`src/rtl/tree_plru_if.sv`:
```
// Tree pseudo-LRU replacement port bundle: victim lookup, access update, flush, error.
// Latency: none, this file only groups the signals.
// Backpressure: none; lookups and accesses may be issued every cycle.
//
// Ports (master = cache controller, slave = tree_plru):
//   lookup_req/lookup_index/valid   -> victim request for one set plus its line-valid bits
//   lookup_ack/replace_way          <- registered one-cycle ack and one-hot victim way
//   access_en/access_index/access_way -> hit or fill that updates one set's tree
//   flush                           -> clear all replacement state
//   err                             <- one-cycle pulse for a malformed access_way
interface tree_plru_if #(
  parameter int WAYS = 4,
  parameter int SETS = 64
);
  localparam int IDX_W = $clog2(SETS);

  logic             lookup_req;
  logic [IDX_W-1:0] lookup_index;
  logic [WAYS-1:0]  valid;
  logic             lookup_ack;
  logic [WAYS-1:0]  replace_way;
  logic             access_en;
  logic [IDX_W-1:0] access_index;
  logic [WAYS-1:0]  access_way;
  logic             flush;
  logic             err;

  modport master (
    output lookup_req, lookup_index, valid, access_en, access_index, access_way, flush,
    input  lookup_ack, replace_way, err
  );

  modport slave (
    input  lookup_req, lookup_index, valid, access_en, access_index, access_way, flush,
    output lookup_ack, replace_way, err
  );
endinterface

```
`src/rtl/tree_plru.sv`:
```
// Tree pseudo-LRU victim selector with invalid-first override, one tree per set in flops.
// Latency: lookup_req in cycle N -> lookup_ack/replace_way in cycle N+1; access visible from N+1.
// Backpressure: none; a lookup and an access are accepted every cycle with no stall.
//
// Ports:
//   clk_l1 - single clock, all state updates on its rising edge
//   rst_l1 - asynchronous active-high reset, clears trees and all outputs
//   bus    - tree_plru_if slave modport (lookup, access, flush, err)
//
// Tree layout per set: node n (1..WAYS-1) lives in bit n-1; children of n are 2n and 2n+1,
// leaves WAYS..2*WAYS-1 map to ways 0..WAYS-1. A node bit of 0 points at the lower half.
module tree_plru #(
  parameter int WAYS = 4,
  parameter int SETS = 64
) (
  input  logic         clk_l1,
  input  logic         rst_l1,
  tree_plru_if.slave   bus
);

  localparam int IDX_W = $clog2(SETS);

  logic [WAYS-2:0] r_tree [SETS];
  logic            r_ack;
  logic [WAYS-1:0] r_way;
  logic            r_err;

  logic [WAYS-2:0]   w_look_tree;
  logic [WAYS-2:0]   w_acc_tree;
  logic [WAYS-2:0]   w_acc_next;
  logic [2*WAYS-1:1] w_on;
  logic [2*WAYS-1:1] w_sub;
  logic [WAYS-1:0]   w_inv_sel;
  logic              w_any_inv;
  logic              w_acc_ok;
  logic [IDX_W-1:0]  w_look_idx;
  logic [IDX_W-1:0]  w_acc_idx;

  assign w_look_idx  = bus.lookup_index;
  assign w_acc_idx   = bus.access_index;
  assign w_look_tree = r_tree[w_look_idx];
  assign w_acc_tree  = r_tree[w_acc_idx];
  assign w_acc_ok    = $onehot(bus.access_way);
  assign w_any_inv   = ~&bus.valid;

  // Victim walk: w_on marks the nodes on the path selected by the current tree bits.
  // The leaf bits of w_on form the one-hot tree victim directly.
  always_comb begin
    w_on    = '0;
    w_on[1] = 1'b1;
    for (int n = 1; n < WAYS; n++) begin
      w_on[2*n]   = w_on[n] & ~w_look_tree[n-1];
      w_on[2*n+1] = w_on[n] &  w_look_tree[n-1];
    end
  end

  // Access update: w_sub[n] is set when the accessed way sits below node n, which for a
  // one-hot way means n is on its path. Such a node points at the sibling half: 1 when the
  // access went to the lower child, 0 when it went to the upper one.
  always_comb begin
    w_sub = '0;
    w_sub[2*WAYS-1:WAYS] = bus.access_way;
    for (int n = WAYS - 1; n >= 1; n--) begin
      w_sub[n] = w_sub[2*n] | w_sub[2*n+1];
    end
    w_acc_next = w_acc_tree;
    for (int n = 1; n < WAYS; n++) begin
      if (w_sub[n]) begin
        w_acc_next[n-1] = w_sub[2*n];
      end
    end
  end

  // Invalid-first: the last hit of an ascending scan is the highest-index invalid way.
  always_comb begin
    w_inv_sel = '0;
    for (int i = 0; i < WAYS; i++) begin
      if (!bus.valid[i]) begin
        w_inv_sel    = '0;
        w_inv_sel[i] = 1'b1;
      end
    end
  end

  // The lookup result is taken from the tree before this edge's access/flush write, so an
  // access in the same cycle never changes the victim being returned.
  always_ff @(posedge clk_l1 or posedge rst_l1) begin
    if (rst_l1) begin
      r_tree <= '{default: '0};
      r_ack  <= 1'b0;
      r_way  <= '0;
      r_err  <= 1'b0;
    end else begin
      r_ack <= bus.lookup_req;
      if (bus.lookup_req) begin
        r_way <= w_any_inv ? w_inv_sel : w_on[2*WAYS-1:WAYS];
      end
      // A flush drops any same-cycle access entirely, including its error report.
      r_err <= bus.access_en & ~bus.flush & ~w_acc_ok;
      if (bus.flush) begin
        r_tree <= '{default: '0};
      end else if (bus.access_en && w_acc_ok) begin
        r_tree[w_acc_idx] <= w_acc_next;
      end
    end
  end

  assign bus.lookup_ack  = r_ack;
  assign bus.replace_way = r_way;
  assign bus.err         = r_err;

endmodule
```
`src/flat_wrapper.sv`:
```
// flat-port wrapper written by rule: the top's interface ports become plain ports
module tree_plru_flat 
#(
  parameter int WAYS = 4,
  parameter int SETS = 64
)
  (clk_l1, rst_l1, bus_lookup_req, bus_lookup_index, bus_valid, bus_access_en, bus_access_index, bus_access_way, bus_flush, bus_lookup_ack, bus_replace_way, bus_err);
  tree_plru_if #(.WAYS(WAYS), .SETS(SETS)) bus_i ();
  input  logic clk_l1;
  input  logic rst_l1;
  input wire logic [$bits(bus_i.lookup_req)-1:0] bus_lookup_req;
  input wire logic [$bits(bus_i.lookup_index)-1:0] bus_lookup_index;
  input wire logic [$bits(bus_i.valid)-1:0] bus_valid;
  input wire logic [$bits(bus_i.access_en)-1:0] bus_access_en;
  input wire logic [$bits(bus_i.access_index)-1:0] bus_access_index;
  input wire logic [$bits(bus_i.access_way)-1:0] bus_access_way;
  input wire logic [$bits(bus_i.flush)-1:0] bus_flush;
  output wire logic [$bits(bus_i.lookup_ack)-1:0] bus_lookup_ack;
  output wire logic [$bits(bus_i.replace_way)-1:0] bus_replace_way;
  output wire logic [$bits(bus_i.err)-1:0] bus_err;
  assign bus_i.lookup_req = bus_lookup_req;
  assign bus_i.lookup_index = bus_lookup_index;
  assign bus_i.valid = bus_valid;
  assign bus_i.access_en = bus_access_en;
  assign bus_i.access_index = bus_access_index;
  assign bus_i.access_way = bus_access_way;
  assign bus_i.flush = bus_flush;
  assign bus_lookup_ack = bus_i.lookup_ack;
  assign bus_replace_way = bus_i.replace_way;
  assign bus_err = bus_i.err;
  tree_plru #(.WAYS(WAYS), .SETS(SETS)) u_core (.clk_l1(clk_l1), .rst_l1(rst_l1), .bus(bus_i));
endmodule
```
`config.mk`:
```
export PLATFORM = sky130hd
export DESIGN_NAME = tree_plru_flat
export DESIGN_NICKNAME = d
export VERILOG_FILES = /design/src/rtl/tree_plru_if.sv /design/src/rtl/tree_plru.sv /design/src/flat_wrapper.sv
export SDC_FILE = /design/constraint.sdc
export NUM_CORES = 1
export LEC_CHECK = 0
export ABC_AREA = 1
export CAP_MARGIN = 20
export CORE_MARGIN = 2
export CORE_UTILIZATION = 45
export CTS_CLUSTER_DIAMETER = 150
export DETAILED_ROUTE_END_ITERATION = 10
export GPL_TIMING_DRIVEN = 0
export PLACE_DENSITY = 0.61
export SLEW_MARGIN = 20
export SYNTH_ARGS = -nofsm -noshare
export SYNTH_HDL_FRONTEND = slang
export SYNTH_SLANG_ARGS = --single-unit
```
`constraint.sdc`:
```
create_clock -name clk_l1 -period 6.8 [get_ports clk_l1]
set_input_delay 1.36 -clock clk_l1 [delete_from_list [all_inputs] [get_ports clk_l1]]
set_output_delay 1.36 -clock clk_l1 [all_outputs]
set_load 0.03 [all_outputs]
```
Yosys cells after proc, flatten, opt, wreduce, memory -nomap -nowiden
Index checks and enable logic that the tools add are counted.
- bits in registers: 198
- output and inout bits: 6
- add/sub/neg operators: 3
- magnitude comparators: 3
- equal/unequal tests: 1
- muxes and demuxes: 19
- bitwise logic cells: 16
- reduce and logical (&&, ||, !) cells: 4
- operators by type and width (cell ; count):
    two-way mux 192 bit ; 2
    bitwise mux 192 bit ; 1
    binary-select mux 3 bit (select 6 bit) ; 2
    demux 3 bit (select 6 bit) ; 1
    two-way mux 3 bit ; 6
    greater-or-equal comparator 7 bit, second input constant ; 2
    NOT 6 -> 7 bit ; 2
    two-way mux 4 bit ; 2
    less-than comparator 7 x 1 -> 1 bit, second input constant ; 1
    bitwise AND 1 bit ; 6
    NOT 1 bit ; 5
    adder 1 x 1 -> 2 bit ; 2
    two-way mux 1 bit ; 4
    AND reduction 4 bit ; 1
    adder 3 bit ; 1
    == test 3 x 1 -> 1 bit, second input constant ; 1
    bitwise OR 1 bit ; 3
    logical AND 1 bit ; 2
    two-way mux 2 bit ; 1
    nonzero test 2 bit ; 1

Logic depth before layout (Yosys ltp)
- depth after elaboration: 8
- mapped depth: 17
- mapped depth without buffers: 15

Worst setup path after synthesis
Ideal clock, no wire load.
- path type: input to register
- from: input bus_access_way[0]
- to: register u_core.r_tree[19] (netlist name)
- arrival time: 3.563 ns
- path slack: 3.119 ns
- stages: 11
- buffers on the path: 1
- cell sequence: inv_1 -> ha_1 -> ha_1 -> fa_1 -> nor3b_1 -> nand2_1 -> clkbuf_1 -> nor2_1 -> a21oi_1 -> nand2_1 -> nand2_1
- word-level cells in the longest chain between the ends: 5
- elaborated cells on any way between the ends: 10
- those cells by class: add/sub (2); eq/ne (1); mux (4); bitwise (1); reduce/logical (2)
- ends and longest elaborated chain (item ; RTL line ; RTL):
    start, declared ; flat_wrapper.sv:16 ; input wire logic [$bits(bus_i.access_way)-1:0] bus_access_way;
    adder 1 x 1 -> 2 bit (not written as such) / bitwise OR 1 bit (equally long branches) ; tree_plru.sv:43, tree_plru.sv:64 ;
    adder 3 bit (not written as such) / two-way mux 1 bit (equally long branches) ; tree_plru.sv:43, tree_plru.sv:68 ;
    == test 3 x 1 -> 1 bit / bitwise mux 192 bit (equally long branches) ; tree_plru.sv:43, tree_plru.sv:103 ;
    logical AND 1 bit / two-way mux 192 bit (equally long branches) ; tree_plru.sv:102 ; end else if (bus.access_en && w_acc_ok) begin
    nonzero test 2 bit (no line) / two-way mux 192 bit (equally long branches) ; - ;
    end signal, assigned by index ; tree_plru.sv:103 ; r_tree[w_acc_idx] <= w_acc_next;
    end, declared ; tree_plru.sv:23 ; logic [WAYS-2:0] r_tree [SETS];
Several ways; a longest one is shown, not always the timed one. The select of a mux whose other input is x is not followed.
A chain may end at the register's enable or synchronous reset.

Final worst setup path
- from: input bus_access_way[0]
- to: register u_core.r_tree[154] (netlist name)
Same word-level chain as after synthesis.

==> impl_metrics.yaml <==
outcome:
  status: "complete, no violations"
sta:
  finalClockSkew_ns: 0.0174
  tightest_slew_ns: 1.22
  max_freq_mhz: 203
  relSlewSlack_pct: 18.5
  final_max_slew_viol_count: 0
  hold_violations: 0
  fin_crit_ns: 4.93
  grt_setup_unrepaired: "false"
  fin_ws_ns: 1.87
  setup_viol: 0
  finalCritPeriodShare_pct: 72.5
clock_network:
  max-clock-path-buffers: 2
  cts_sinks: 198
  cts_tree: "done"
  holdBufCountCts: 0
  clock_latency_ns: 0.49
  cts_buffers: 17
  htreeDepth: 4
  clk_pin_slew_ns: 0.07
  cts_resized: 0
  cts_root_buf: "clkbuf_16"
  postCtsSetupBuffers: 0
detailed_routing:
  dr.pass1.iters: 9
  drcViolationCount: 0
  first_iter_violations: 2295
  vias_per_cell: 6.11
  vias: 14500
  drtAntennaViolNets: 0
  drt-total-wl_um: 63000
  routedWlPerCell_um: 26.6
logic_synthesis:
  yosysWarnings: 0
  synth.top_cell.area_share_pct: 39.3
  syn_avg_cell_area_sq_um: 6.56
  netlist_area_sq_um: 12600
  ys_types: 34
  syn_nets: 1953
  yosysTopAreaCell: "dfrtp_1"
  postSynthCellCount: 1922
  ys_ff_latch: 198
  synth_seq_area_share_pct: 39.3
  yosys-top-cells-area: "dfrtp_1 39%, nand2_1 26%, nand3_1 12%"
cells_and_area:
  final_common_cell: "nand2_1"
  final_area_sq_um: 14100
  multi_input_comb_area_sq_um: 6620
  n_antenna_cell: 0
  layout_common_cells: "879 x nand2_1, 291 x nand3_1, 198 x dfrtp_1, 114 x a21oi_1, 94 x inv_1"
  seqCellArea_sq_um: 4950
  nets: 2007
  syn2layout_area_growth_pct: 11.5
  drive_above_1_share_pct: 6.04
  nFillCells: 2851
pwr:
  vdd_drop_max_mv: 0.224
  power.density_nw_per_um2: 186
  p_leak_nw: 6.75
worst_setup_path:
  crit_path_max_incr_delay_ns: 0.57
  path_cells: "clkdlybuf4s50_1 -> inv_1 -> ha_1 -> ha_1 -> fa_1 -> nor3b_1 -> nand2_1 -> clkbuf_1 -> nor2_2 -> buf_6 -> a21oi_1 -> nand2_1 -> nand2_1"
  reg2regPathDepth: 13
  crit_path_end: "u_core.r_tree[154]"
  cp_slowest_cell: "nor2_2"
  worst_setup_path_start_kind: "input port"
  r2r_end: "u_core.r_tree[150]"
  crit_fanout: 10
  r2r_slack_ns: 4.49
  cp_top_family: "simple AND/OR/NAND/NOR gates"
  crit_top_cell: "nand2_1"
  cp.depth: 13
  critPathLaunch: "bus_access_way[0]"
  cp_num_buf_inv: 4
  cp.arrival_ns: 5.30
  reg2reg_from: "u_core.r_tree[57]"
  path_class: "input port to register"
  end_kind: "register"
  critPathRequiredTime_ns: 7.17
place:
  pre_cts_ws_ns: 1.49
  gp_congestion: 1.09
  port_buffers: 24
  hpwl_um: 43200
  placed_area_sq_um: 13500
global_route:
  grt_max_degree: 97
  grt_pass1_vias: 13300
  track_usage_pct: 43.7
  antenna_found_initial: 1
  grt.overflow.total: 0
  grt_pass1_wl_um: 90600
floorplanning:
  die_area_sq_um: 29400
  start_util_pct: 45.5
  core_area_sq_um: 27700
  row_count: 61
  ios: 31
  die_w_um: 171
  die_h_um: 171
run:
  max_cap_violations: 0
hold_path:
  hp-class: "register to register"
## stage by stage
stage	util, %	TNS, ns	hold slack, ns	total power, mW	cells
after CTS	50.7	0	0.483	2.59	2364
after global routing	50.8	0	0.512	2.68	2365
after floorplan	-	0	0.449	1.43	1922
after detailed placement	48.8	0	0.464	1.62	2334
final	50.8	0	0.477	2.62	2365
after global placement	48.1	-510.61	0.465	1.61	2324
## power breakdown
part	switching, mW	internal, mW
logic	0.344	0.0902
registers	0.00396	1.18
clock network	0.519	0.478
total	0.867	1.75
## worst reg2reg max path, delay by kind of cell (launching register included)
| kind | cells | cell delay [ns] |
|---|---|---|
| AO/OA/AOI/OAI | 2 | 0.33 |
| buffers and inverters | 1 | 0.30 |
| flip-flops | 1 | 0.42 |
| AND/OR/NAND/NOR | 10 | 1.21 |
## Yosys cell counts, drive strengths merged
master / n
dfrtp: 198
a22oi: 6
or2: 2
nand2: 880
clkinv: 2
o22ai: 28
a41oi: 1
nand4: 3
ha: 5
nor3b: 2
nor4: 64
o21ai: 27
nand3: 299
nand3b: 6
inv: 102
or3b: 1
fa: 1
clkbuf: 69
a21oi: 114
buf: 59
nor2: 43
a31oi: 1
nor3: 9
## state kept, by name, summed over array words and instances, names as in the netlist
name	count
u_core.bus.err	1
u_core.bus.replace_way	4
u_core.r_tree	192
u_core.bus.lookup_ack	1
## worst min path at each step
| stage | startpoint | to | depth (start not counted) |
|---|---|---|---|
| finish | u_core.bus.replace_way[0] | u_core.bus.replace_way[0] | 2 |
| global route | u_core.r_tree[52] | u_core.r_tree[52] | 2 |
| CTS | u_core.bus.replace_way[0] | u_core.bus.replace_way[0] | 2 |
| detailed placement | u_core.bus.replace_way[0] | u_core.bus.replace_way[0] | 2 |
| global placement | u_core.bus.replace_way[0] | u_core.bus.replace_way[0] | 2 |
| floorplan | u_core.r_tree[154] | u_core.r_tree[154] | 2 |
## cells by family (layout without fill, tap and decap cells)
logic type	Yosys count	count (layout)	synth area share, %
and+or+nand+nor	1309	1309	44.2
buffers and inverters	232	297	8.42
DFF	198	198	39.3
AOI/OAI and AO/OA	177	177	7.46
adders and majority gates	6	6	0.655
## area by class of cell
cell class | count | area share [%]
multi-input combinational | 1492 | 47.0
sequential | 198 | 35.2
buffer | 128 | 4.77
tap | 378 | 3.36
clock buffer | 18 | 3.05
timing repair buffer | 35 | 2.93
inverter | 104 | 2.85
clock inverter | 12 | 0.809
## routing by layer
layer  GRT usage (%)  wire (um)  vias up
met2            62.1      25700     1076
met3            15.6       8650      227
met4            27.4       4270        0
met5               0          0        -
met1            56.3      24400     6772
li1                -          -     6375
(Power assumes the default switching activity.)
